### src/rtl/instr_fetch.sv
// Instruction fetch stage: PC sequencing with redirect, single-level interrupt entry/return,
// stall hold and a one-cycle registered fetch output.
module instr_fetch #(
  parameter logic [31:0] RESET_PC   = 32'h0000_0000,
  parameter logic [31:0] IRQ_VECTOR = 32'h0000_0500
) (
  input  logic        clock,
  input  logic        reset,
  input  logic        stall,
  input  logic        redirect_valid,
  input  logic [31:0] redirect_pc,
  input  logic        irq,
  input  logic        mret,
  output logic [31:0] imem_addr,
  input  logic [31:0] imem_instr,
  output logic        fetch_valid,
  output logic [31:0] fetch_pc,
  output logic [31:0] fetch_instr,
  output logic [31:0] mepc,
  output logic        in_handler
);

  typedef enum logic {
    RUN     = 1'b0,
    HANDLER = 1'b1
  } state_t;

  localparam logic [31:0] NOP_INSTR  = 32'h0000_0013;
  localparam logic [31:0] ALIGN_MASK = 32'hFFFF_FFFC;

  state_t      r_state;
  logic [31:0] r_pc;
  logic [31:0] r_mepc;
  logic        r_fetch_valid;
  logic [31:0] r_fetch_pc;
  logic [31:0] r_fetch_instr;
  logic        r_in_handler;

  logic [31:0] w_pc_aligned;
  logic        w_irq_accept;
  logic        w_flush;
  logic [31:0] w_next_pc;

  assign w_pc_aligned = r_pc & ALIGN_MASK;
  // An irq only wins when no redirect or mret competes and no handler is active.
  assign w_irq_accept = irq && (r_state == RUN) && !redirect_valid && !mret;
  assign w_flush      = redirect_valid || mret || w_irq_accept;

  always_comb begin
    w_next_pc = w_pc_aligned + 32'd4;
    if (redirect_valid) begin
      w_next_pc = redirect_pc & ALIGN_MASK;
    end else if (mret) begin
      w_next_pc = r_mepc;
    end else if (w_irq_accept) begin
      w_next_pc = IRQ_VECTOR;
    end else if (stall) begin
      w_next_pc = r_pc;
    end else begin
      w_next_pc = w_pc_aligned + 32'd4;
    end
  end

  always_ff @(posedge clock or posedge reset) begin
    if (reset) begin
      r_state       <= RUN;
      r_pc          <= RESET_PC;
      r_mepc        <= 32'h0000_0000;
      r_fetch_valid <= 1'b0;
      r_fetch_pc    <= 32'h0000_0000;
      r_fetch_instr <= NOP_INSTR;
      r_in_handler  <= 1'b0;
    end else begin
      r_pc <= w_next_pc;

      if (w_flush) begin
        r_fetch_valid <= 1'b0;
      end else if (!stall) begin
        r_fetch_valid <= 1'b1;
        r_fetch_pc    <= w_pc_aligned;
        r_fetch_instr <= imem_instr;
      end else begin
        r_fetch_valid <= r_fetch_valid;
      end

      case (r_state)
        RUN: begin
          // mepc takes the next unissued address, which after a deferred irq is the redirect target.
          if (w_irq_accept) begin
            r_state      <= HANDLER;
            r_mepc       <= w_pc_aligned;
            r_in_handler <= 1'b1;
          end else begin
            r_state      <= RUN;
            r_in_handler <= 1'b0;
          end
        end
        HANDLER: begin
          if (mret) begin
            r_state      <= RUN;
            r_in_handler <= 1'b0;
          end else begin
            r_state      <= HANDLER;
            r_in_handler <= 1'b1;
          end
        end
        default: begin
          r_state      <= RUN;
          r_in_handler <= 1'b0;
        end
      endcase
    end
  end

  assign imem_addr   = w_pc_aligned;
  assign fetch_valid = r_fetch_valid;
  assign fetch_pc    = r_fetch_pc;
  assign fetch_instr = r_fetch_instr;
  assign mepc        = r_mepc;
  assign in_handler  = r_in_handler;

endmodule

### config.mk
export PLATFORM = sky130hd
export DESIGN_NAME = instr_fetch
export DESIGN_NICKNAME = d
export VERILOG_FILES = /design/src/rtl/instr_fetch.sv
export SDC_FILE = /design/constraint.sdc
export NUM_CORES = 1
export LEC_CHECK = 0
export CAP_MARGIN = 15
export CORE_ASPECT_RATIO = 0.7
export CORE_MARGIN = 8
export CORE_UTILIZATION = 30
export CTS_CLUSTER_SIZE = 28
export DETAILED_ROUTE_END_ITERATION = 8
export SYNTH_ARGS = -nofsm -noshare
export SYNTH_HDL_FRONTEND = slang
export SYNTH_SLANG_ARGS = --single-unit
### constraint.sdc
create_clock -name clock -period 3.5 [get_ports clock]
set_input_delay 0.35 -clock clock [delete_from_list [all_inputs] [get_ports clock]]
set_output_delay 0.35 -clock clock [all_outputs]
set_load 0.02 [all_outputs]
After elaboration in Yosys (flattened, before gate mapping)
Cells that the tools add are included. W data, S select, Z words.

Multiplexer cells: 9. $add $sub $neg: 1. Equality and inequality tests: 2. Reductions and logical operators: 9. Bitwise operators: 3.

Operators by type and width (number): $mux W32 (4); $add A32 B3 Y32 const B (1); $mux W1 (4); $ne A4 B1 Y1 const B (1); $reduce_and A2 Y1 (2); $logic_and A1 B1 Y1 (3); $not A1 Y1 (3); $logic_not A1 Y1 (2); $logic_or A1 B1 Y1 (2); $ne A2 B1 Y1 const B (1); $pmux W1 S2 (1).

Word-level logic and storage cells: 30. Output and inout port bits: 130. Input port bits: 70. Flip-flop bits (word level): 126.

Longest topological paths before layout
Gate-level depths: netlist of run 1.

Word-level depth: 7. Depth in mapped cells: 7. Depth with buffers taken out: 6.

Least setup slack after synthesis of run 1
Ideal clock, no wire load.

Kind: flip-flop to flip-flop. Start: reg r_pc[2]. End: reg r_pc[22]. Library setup time: 0.069 ns. Arrival time: 2.062 ns. Setup slack: 1.369 ns. Clock period less this slack: 2.131 ns. Buffers on the path: 0. Required time: 3.431 ns. Cell stages (with the launch flop): 7. Cells stage by stage: dfrtp_1 > ha_1 > nand3_1 > nor4_4 > nand2_1 > or4_1 > nand3_1.

Word-level cells in the longest chain between the ends: 5.

RTL lines: start, declared (line 32) `logic [31:0] r_pc;`; start signal, assigned (line 74) `r_pc <= w_next_pc;`; $add A32 B3 Y32 (line 60) `w_next_pc = w_pc_aligned + 32'd4;`; $mux W32 (line 57) `end else if (stall) begin`; $mux W32 (line 55) `end else if (w_irq_accept) begin`; $mux W32 (line 53) `end else if (mret) begin`; $mux W32 (line 51) `if (redirect_valid) begin`.

Every way passes these cells. The select of a mux whose other input is x is not followed. A chain may end at the register's enable or synchronous reset.

Final worst setup path of run 1
Start: reg r_pc[2]. End: reg r_pc[28].

The elaborated chain is that of the path after synthesis.

==> results.md, run 1 <==
- Root buf cell: clkbuf_16
- DP HPWL: 13.68 mm
- Seq cells post-synth: 124
- Pleak: 3.494 nW
- Synth unique cells: 60
- Met1 usage: 0.2063
- Largest cells by area after synthesis: dfrtp_1 51%, mux2_2 18%, a21oi_1 2.5%
- CP Launch Type: flop
- CTS tree: yes
- Number of antenna diodes: 0
- CP Class: reg2reg
- Antenna viol nets, final: 0
- Final #Nets: 771
- Slew Limit Fails: 0
- Hold Buf Count CTS: 0
- # IOs: 200
- Tmin final: 2.459 ns
- Post-synth EDFFs: 0
- GR Util met2: 0.2382
- Multi-input logic area: 2586 um^2
- Hold Vio Cnt, Final: 0
- Tot GR Track Use: 0.1554
- Syn avg cell area: 11.41 um^2
- TritonCTS Buffers: 17
- Via-per-instance ratio: 4.891
- DIE HEIGHT: 133.3 um
- Net switching power: 1.811 mW
- DR pass1 iterations: 5
- Die W: 183.6 um
- Normalized max-slew margin: 0.3821
- Clock share of power: 0.324
- Worst reg-to-reg setup slack: 1.04 ns
- DR iter-0 viols: 441
- Largest area contributor in the netlist: dfrtp_1
- Crit share post-route: 0.7027
- Vias in the first global route: 5150
- Worst r2r src: r_pc[2]
- CTS H-Tree Depth: 4
- Post-synth top area share: 0.5134
- Status: finished clean
- Routed Wire Length: 18.76 mm
- Via count: 4803
- CP Capture Type: flop
- Core Rows: 43
- Max VDD drop: 280.2 uV
- Share of layout cells above drive strength 1: 0.2093
- Register area share after synthesis: 0.5267
- Hold Path Class: in2async
- Yosys warns: 0
- Asr flop ratio synth: 1.000
- Slew at the pin with the worst max-slew slack: 0.9233 ns
- Largest net degree at the start of global routing: 48
- Clk Latency, worst-skew pair: 0.41 ns
- Fillcell total: 1807
- Part of the power in combinational logic: 0.316
- Core ar.: 19530 um^2
- Crit-path max FO: 9
- GRT overflow: 0
- Die area: 24480 um^2
- Met3 global-route usage: 0.05876
- Register area: 3107 um^2
- Syn Std Cell Area: 5898 um^2
- GR peak layer: met2
- Bufs on Longest Clock Path: 2
- Syn-to-layout area delta: 47.92%
- Sequential Power Share: 0.360
- Gpl congestion: 0.8193
- Max-cap violations: 0
- Clock transition at path regs: 0.06 ns
- First-pass GRT wire length: 30.17 mm
- Initial Utilization: 0.3020
- Required time worst endpoint: 3.85 ns
- Syn Inst Count: 517
- DRC Markers: 0
- Reg2reg path depth: 6
- Setup Fix Bufs, Post-CTS: 0
- WL/cell: 19.10 um
- Critical Path Start: r_pc[2]
- Max Fclk: 406.6 MHz
- TNS Setup: 0 ns
- Top_reg_cell synth: dfrtp_1
- Setup Skew: 0.01217 ns
- Initial antenna violation count: 0
- Cts repair resizes: 0
- Power Density: 667.5 nW/um^2
- Switching share of total power: 0.3109
- Internal cell power: 4.013 mW
- Crit path DAT: 2.81 ns
- Port Buffers: 191
- RSZ-0062 raised after global routing: false
- Final setup fails: 0
- Util after Layout: 0.4467
- CTS Sinks: 124
## final timing paths
kind,end
min in group clock,fetch_pc[24]
setup / recovery,r_pc[28]
setup reg to reg,r_pc[28]
hold reg to reg,fetch_pc[24]
hold / removal,fetch_pc[29]
max in group asynchronous,fetch_instr[1]
## cell usage in the layout (no fill, tap or decap), types with 6 or more instances in the layout
master and instances:
clkdlybuf4s50_1 191, dfrtp_1 121, nor2_1 26, mux2_2 93
a21oi_1 29, nand2_1 34, xnor2_1 6, inv_1 7
and3_1 9, nand3_1 18, nand4_1 9, a31oi_1 6
conb_1 6, o21ai_0 21, buf_4 8, clkbuf_16 17
## power groups by stage
| stage | logic, mW | clock network [mW] | registers [mW] |
|---|---|---|---|
| final | 1.84 | 1.89 | 2.10 |
| after global routing | 1.96 | 2.02 | 2.16 |
| after CTS | 1.87 | 1.94 | 2.10 |
| after detailed placement | 1.86 | 0 | 2.12 |
| after global placement | 1.84 | 0 | 2.10 |
| after floorplan | 0.522 | 0 | 2.46 |
## metrics by stage
stage | hold WS, ns | power [mW] | cell area, um^2 | instances | setup slack [ns]
5_1_grt | 0.5178 | 6.131 | 8725 | 982 | 0.8626
4_1_cts | 0.4894 | 5.908 | 8725 | 982 | 1.053
6_report | 0.4675 | 5.824 | 8725 | 982 | 1.041
3_3_place_gp | 0.4882 | 3.939 | 8097 | 951 | 0.9043
2_1_floorplan | 0.4970 | 2.984 | 5921 | 522 | 1.369
3_5_place_dp | 0.4947 | 3.981 | 8097 | 951 | 0.8368
## cell families after synthesis
logic type / count (synthesis) / share of synthesized area
and+or+nand+nor: 138 / 0.1275
muxes: 98 / 0.1860
xor gates and xnor gates: 8 / 0.01188
other: 1 / 0.0006358
buffers and inverters: 51 / 0.04009
adders and majority gates: 1 / 0.002121
DFF: 124 / 0.5267
AOI/OAI and AO/OA: 96 / 0.1050
## per-layer routing
metal	vias up	part of all wire
met2	153	0.45
met3	10	0.075
met4	0	0.0073
met1	2392	0.46
met5	-	0
li1	2248	-
## state kept, by name, indices dropped and copies added (netlist names)
register and cells:
fetch_instr 32, mepc 30, in_handler 1, fetch_valid 1, r_pc 30, fetch_pc 30
## synthesized netlist by cell type, types with 8 or more instances
master      n
dfrtp_1   121
mux2_2     93
nand2_1    34
a21oi_1    29
nor2_1     27
clkbuf_1   22
o21ai_0    21
nand3_1    18
buf_2      11
and3_1      9
nand4_1     9
inv_1       8
## layout make-up
class	count	area share
sequential	124	0.3561
multi-input combinational	347	0.2964
timing repair buffer	202	0.2329
clock buffer	25	0.05679
tap	270	0.03872
clock inverter	6	0.01520
inverter	8	0.003872
## critical path, stage by stage, from the launching register on
cell and delay, ns:
dfrtp_1 0.52, ha_1 0.25, nand3_1 0.29, nor4_4 0.62, nand3_1 0.19, or4_1 0.44, nand3_1 0.09
(Power assumes the default switching activity.)
==> run 2: changes to the inputs <==
==> constraint.sdc (replaced) <==
create_clock -name clock -period 2.31 [get_ports clock]
set_input_delay 0.231 -clock clock [delete_from_list [all_inputs] [get_ports clock]]
set_output_delay 0.231 -clock clock [all_outputs]
set_load 0.02 [all_outputs]
==> results.md, run 2 (same netlist as run 1, synthesis figures left out) <==
- Util after Layout: 0.4552 (+0.008457)
- Internal cell power: 5.942 mW (+48%)
- CTS H-Tree Depth: 4 (unchanged)
- Largest net degree at the start of global routing: 82 (+71%)
- Die W: 183.6 um (unchanged)
- DR pass1 iterations: 5 (unchanged)
- CP Capture Type: flop
- Switching share of total power: 0.3172 (+0.006267)
- Crit path DAT: 2.46 ns (-0.35 ns)
- Core Rows: 43 (unchanged)
- Port Buffers: 191 (unchanged)
- Part of the power in combinational logic: 0.340 (+0.024)
- Antenna viol nets, final: 0 (unchanged)
- Final instance area: 8890 um^2 (+1.9%)
- CTS tree: yes
- Required time worst endpoint: 2.60 ns (-1.25 ns)
- Hold Buf Count CTS: 0 (unchanged)
- TritonCTS Buffers: 17 (unchanged)
- Sequential Power Share: 0.357 (-0.003)
- DIE HEIGHT: 133.3 um (unchanged)
- Crit-path max FO: 6 (-3)
- Max-cap violations: 0 (unchanged)
- CP Launch Type: flop
- Initial Utilization: 0.3020 (unchanged)
- Die area: 24480 um^2 (unchanged)
- Root buf cell: clkbuf_16
- CP Class: reg2reg
- DR iter-0 viols: 332 (-25%)
- First-pass GRT wire length: 30.79 mm (+2.1%)
- Gpl congestion: 0.8176 (-0.21%)
- Syn-to-layout area delta: 50.72%
- Final worst slack: 0.1444 ns (-0.8962 ns)
- Crit share post-route: 0.9375 (+0.2348)
- Slew at the pin with the worst max-slew slack: 0.5676 ns (-0.3556 ns)
- Bufs on Longest Clock Path: 2 (unchanged)
- Dpl ws: 0.1486 ns (-0.6881 ns)
- Placed cell areas: 8314 um^2 (+2.7%)
- Initial antenna violation count: 0 (unchanged)
- Normalized max-slew margin: 0.6216 (+0.2395)
- TNS Setup: 0 ns (unchanged)
- Status: finished clean
- WHS: 0.2867 ns (-0.1808 ns)
- DP HPWL: 14.16 mm (+3.5%)
- Setup Fix Bufs, Post-CTS: 0 (unchanged)
- Final setup fails: 0 (unchanged)
- Crit path cell chain: nand4_2 -> or4_1 -> nor3_2 -> o21ai_0 -> a221o_1
- Hold Vio Cnt, Final: 0 (unchanged)
- Core ar.: 19530 um^2 (unchanged)
- CTS Sinks: 124 (unchanged)
- Number of antenna diodes: 0 (unchanged)
- Most common cell after layout, fill and taps aside: clkdlybuf4s50_1
- Net switching power: 2.761 mW (+52%)
- Clock share of power: 0.304 (-0.020)
- GRT overflow: 0 (unchanged)
- Slew Limit Fails: 0 (unchanged)
- Vias in the first global route: 5305 (+3.0%)
- Hold Path Class: in2async
- Max Fclk: 461.8 MHz (+14%)
- Via-per-instance ratio: 4.895 (about the same)
- Max reg flops: 32 (unchanged)
- Setup Skew: 0.01540 ns (+0.003235 ns)
- CP max-delay cell: or4_1
- Routed Wire Length: 19.18 mm (+2.2%)
- # IOs: 200 (unchanged)
- Cts repair resizes: 0 (unchanged)
- RSZ-0062 raised after global routing: false
- Pleak: 3.610 nW (+3.3%)
- Most frequent cells in the layout: 191 x clkdlybuf4s50_1, 121 x dfrtp_1, 93 x mux2_2, 37 x buf_4, 34 x nand2_1
- Tot GR Track Use: 0.1597 (+0.004292)
- WL/cell: 18.97 um (-0.69%)
- Largest stage delay, worst path: 0.73 ns (+0.11 ns)
- Clk Latency, worst-skew pair: 0.42 ns (about the same)
- Clock transition at path regs: 0.06 ns (about the same)
- Tmin final: 2.166 ns (-0.2938 ns)
- Final #Nets: 800 (+3.8%)
- Via count: 4949 (+3.0%)
- DRC Markers: 0 (unchanged)
- Max VDD drop: 438.2 uV (+56%)
- Power Density: 979.0 nW/um^2 (+47%)
- Share of layout cells above drive strength 1: 0.2389 (+0.02960)
run 2: cell types whose count changed in the layout (fill, tap and decap cells not counted), sizes merged:
cell | before | now
clkinv | 1 | 4
buf | 11 | 40
clkbuf | 25 | 23
bufinv | 4 | 3
run 2: worst max-delay path: cells and delay by family, from the launching register on:
kind | cells | cell delay, ns
flip-flops | 1 | 0.41
AND/OR/NAND/NOR | 3 | 1.19
AO/OA/AOI/OAI | 2 | 0.45
run 2: area by class of cell:
class / count / area [um^2]
fillers: 1814 / 10640
flip-flops and latches: 124 / 3107
multi-input cells: 347 / 2586
repair buffers: 231 / 2250
clock buffers: 23 / 457.9
well taps: 270 / 337.8
clock inverters: 8 / 117.6
inverters: 8 / 33.78
run 2: layer usage:
metal | GRT usage | up-vias | share of wire
li1 | - | 2297 | -
met1 | 0.2036 | 2457 | 0.43
met2 | 0.2483 | 179 | 0.46
met3 | 0.06094 | 16 | 0.092
met4 | 0.04505 | 0 | 0.010
met5 | 0 | - | 0
run 2: per-stage QoR:
step	total power, mW	instances
6_report	8.703	1011
5_1_grt	9.160	1011
3_3_place_gp	6.057	980
4_1_cts	8.834	1011
3_5_place_dp	6.128	980
2_1_floorplan	4.521	522
run 2: power groups by stage:
stage          logic, mW  registers, mW  clock network, mW
5_1_grt             3.15           3.19               2.82
6_report            2.96           3.10               2.64
3_5_place_dp        2.99           3.14                  0
2_1_floorplan      0.790           3.73                  0
3_3_place_gp        2.95           3.10                  0
4_1_cts             3.00           3.11               2.72
run 2: final timing paths:
check	slack, ns	end	depth (start not counted)	from
worst max-delay path	0.14	r_pc[21]	5	r_pc[2]
worst min-delay path	0.29	fetch_pc[22]	3	reset
min in group clock	0.42	r_pc[12]	3	redirect_pc[12]
worst min register to register	0.50	fetch_instr[7]	1	fetch_instr[7]
worst max register to register	0.14	r_pc[21]	5	r_pc[2]
max in group asynchronous	1.53	fetch_pc[3]	3	reset
==> run 3: changes to the inputs <==
--- a/config.mk
+++ b/config.mk
@@ -11,6 +11,7 @@
 export CORE_UTILIZATION = 30
 export CTS_CLUSTER_SIZE = 28
 export DETAILED_ROUTE_END_ITERATION = 8
+export GPL_TIMING_DRIVEN = 0
 export SYNTH_ARGS = -nofsm -noshare
 export SYNTH_HDL_FRONTEND = slang
 export SYNTH_SLANG_ARGS = --single-unit
==> results.md, run 3 (same netlist as run 1, synthesis figures left out) <==
- Status: finished clean
- Gpl congestion: 0.8235 (+0.72%)
- Routed Wire Length: 20.08 mm (+4.7%)
- Crit-path max FO: 8 (+2)
- CTS Sinks: 124 (unchanged)
- Power Density: 1000 nW/um^2 (+2.1%)
- Multi-input logic area: 2597 um^2 (+0.44%)
- DRC Markers: 0 (unchanged)
- Sequential Power Share: 0.353 (-0.004)
- Crit share post-route: 0.9864 (+0.04890)
- Final worst slack: 0.03148 ns (-0.1130 ns)
- Tot GR Track Use: 0.1627 (+0.002999)
- Vias in the first global route: 5212 (-1.8%)
- GR peak layer: met2
- Placed cell areas: 8220 um^2 (-1.1%)
- Pleak: 3.611 nW (about the same)
- WL/cell: 19.70 um (+3.9%)
- Part of the power in combinational logic: 0.323 (-0.017)
- Bufs on Longest Clock Path: 2 (unchanged)
- Net switching power: 2.780 mW (+0.70%)
- First-pass GRT wire length: 30.94 mm (+0.47%)
- CTS tree: yes
- Most frequent cells in the layout: 190 x clkdlybuf4s50_1, 118 x dfrtp_1, 93 x mux2_2, 34 x nand2_1, 29 x a21oi_1
- Met3 global-route usage: 0.06474 (+0.003808)
- Slew at the pin with the worst max-slew slack: 0.8436 ns (+0.2759 ns)
- Switching share of total power: 0.3118 (-0.005410)
- Register area: 3110 um^2 (+0.12%)
- Final #Nets: 807 (+0.88%)
- # IOs: 200 (unchanged)
- Max VDD drop: 494.5 uV (+13%)
- Core Rows: 43 (unchanged)
- Hold Vio Cnt, Final: 0 (unchanged)
- Required time worst endpoint: 2.60 ns (about the same)
- Largest net degree at the start of global routing: 40 (-51%)
- Setup Skew: 0.009665 ns (-0.005739 ns)
- Clock share of power: 0.324 (+0.020)
- Internal cell power: 6.136 mW (+3.3%)
- Max-cap violations: 0 (unchanged)
- Number of antenna diodes: 0 (unchanged)
- Core ar.: 19530 um^2 (unchanged)
- Via-per-instance ratio: 4.983 (+1.8%)
- DIE HEIGHT: 133.3 um (unchanged)
- Initial antenna violation count: 1 (+1)
- Fillcell total: 1817 (+0.17%)
- TritonCTS Buffers: 17 (unchanged)
- Final setup fails: 0 (unchanged)
- DR pass1 iterations: 5 (unchanged)
- CP Capture Type: flop
- Max reg flops: 32 (unchanged)
- GRT overflow: 0 (unchanged)
- Met1 usage: 0.2189 (+0.01533)
- Root buf cell: clkbuf_16
- GR Util met2: 0.2392 (-0.009057)
- Clk Latency, worst-skew pair: 0.42 ns (about the same)
- Clock transition at path regs: 0.06 ns (about the same)
- Tmin final: 2.279 ns (+0.1130 ns)
- Slew Limit Fails: 0 (unchanged)
- RSZ-0062 raised after global routing: true
- Antenna viol nets, final: 0 (unchanged)
- DP HPWL: 15.15 mm (+7.0%)
- Dpl ws: -0.7057 ns (-0.8543 ns)
- DR iter-0 viols: 404 (+22%)
- Share of layout cells above drive strength 1: 0.2310 (-0.007892)
- Hold Path Class: in2reg
- Port Buffers: 190 (-0.52%)
- Die area: 24480 um^2 (unchanged)
- Hold Buf Count CTS: 0 (unchanged)
- Pwr Total: 8.916 mW (+2.4%)
- CP Launch Type: flop
- Most common cell after layout, fill and taps aside: clkdlybuf4s50_1
- CP Class: reg2reg
- Syn-to-layout area delta: 51.17%
- Normalized max-slew margin: 0.4354 (-0.1861)
- CTS H-Tree Depth: 4 (unchanged)
- Via count: 5078 (+2.6%)
- Die W: 183.6 um (unchanged)
- Final instance area: 8916 um^2 (+0.30%)
- Initial Utilization: 0.3020 (unchanged)
- Max Fclk: 438.9 MHz (-5.0%)
- Crit path DAT: 2.57 ns (+0.11 ns)
[run 3: cell types whose count changed in the layout (fill, tap and decap cells not counted), sizes merged]
cell,change
clkbuf,+23
buf,-12
bufinv,+1
clkdlybuf4s50,-1
clkinvlp,-1
clkinv,-2
[run 3: what timing repair did]
item / in CTS / in global routing
resized for setup: 3 / 8
pin swaps: 1 / 1
setup endpoints to repair: 65 / 73
setup buffers: 3 / 2
[run 3: worst max-delay path: stages, from the launching register on]
cell     delay (ns)
dfrtp_1        0.52
nand4_2        0.26
or4_1          0.59
buf_6          0.16
nor3_2         0.20
o21ai_0        0.13
a221o_1        0.30
[run 3: layout make-up]
cell class / instances / share of cell area
Timing Repair Buffer: 198 / 0.2242
Clock inverter: 6 / 0.01459
Buffer: 40 / 0.02217
Sequential cell: 124 / 0.3489
Clock buffer: 26 / 0.05711
Multi-Input combinational cell: 347 / 0.2913
Tap cell: 270 / 0.03789
Inverter: 8 / 0.003789
[run 3: per-stage QoR]
step           utilization  std cells  setup TNS [ns]  hold slack [ns]
3_5_place_dp        0.4209        985          -46.47           0.4946
6_report            0.4565       1019               0           0.2740
3_3_place_gp        0.4178        982         -125.00           0.4883
4_1_cts             0.4553       1020               0           0.2532
2_1_floorplan            -        522               0           0.3780
5_1_grt             0.4565       1019         -0.2269           0.2813
[run 3: power groups by stage]
stage,Combinational [mW],Sequential (mW),Clock [mW]
detailed placement,2.92,3.17,0
floorplan,0.790,3.73,0
CTS,2.93,3.14,2.95
global route,3.05,3.23,3.07
global placement,2.87,3.15,0
finish,2.88,3.15,2.89
[run 3: routing by layer]
| layer | routed length [um] | up-vias |
|---|---|---|
| li1 | - | 2320 |
| met1 | 8872 | 2529 |
| met2 | 9073 | 211 |
| met3 | 1932 | 16 |
| met4 | 189 | 2 |
| met5 | 10 | - |
[run 3: worst paths after layout]
check,from,cells past startpoint,slack [ns],endpoint
worst max-delay path,r_pc[3],6,0.03,r_pc[21]
worst min-delay path,mret,3,0.27,r_pc[16]
worst max register to register,r_pc[3],6,0.03,r_pc[21]
worst min register to register,fetch_pc[25],1,0.50,fetch_pc[25]
max in group asynchronous,reset,5,0.88,fetch_instr[1]
min in group asynchronous,reset,2,0.28,fetch_pc[24]
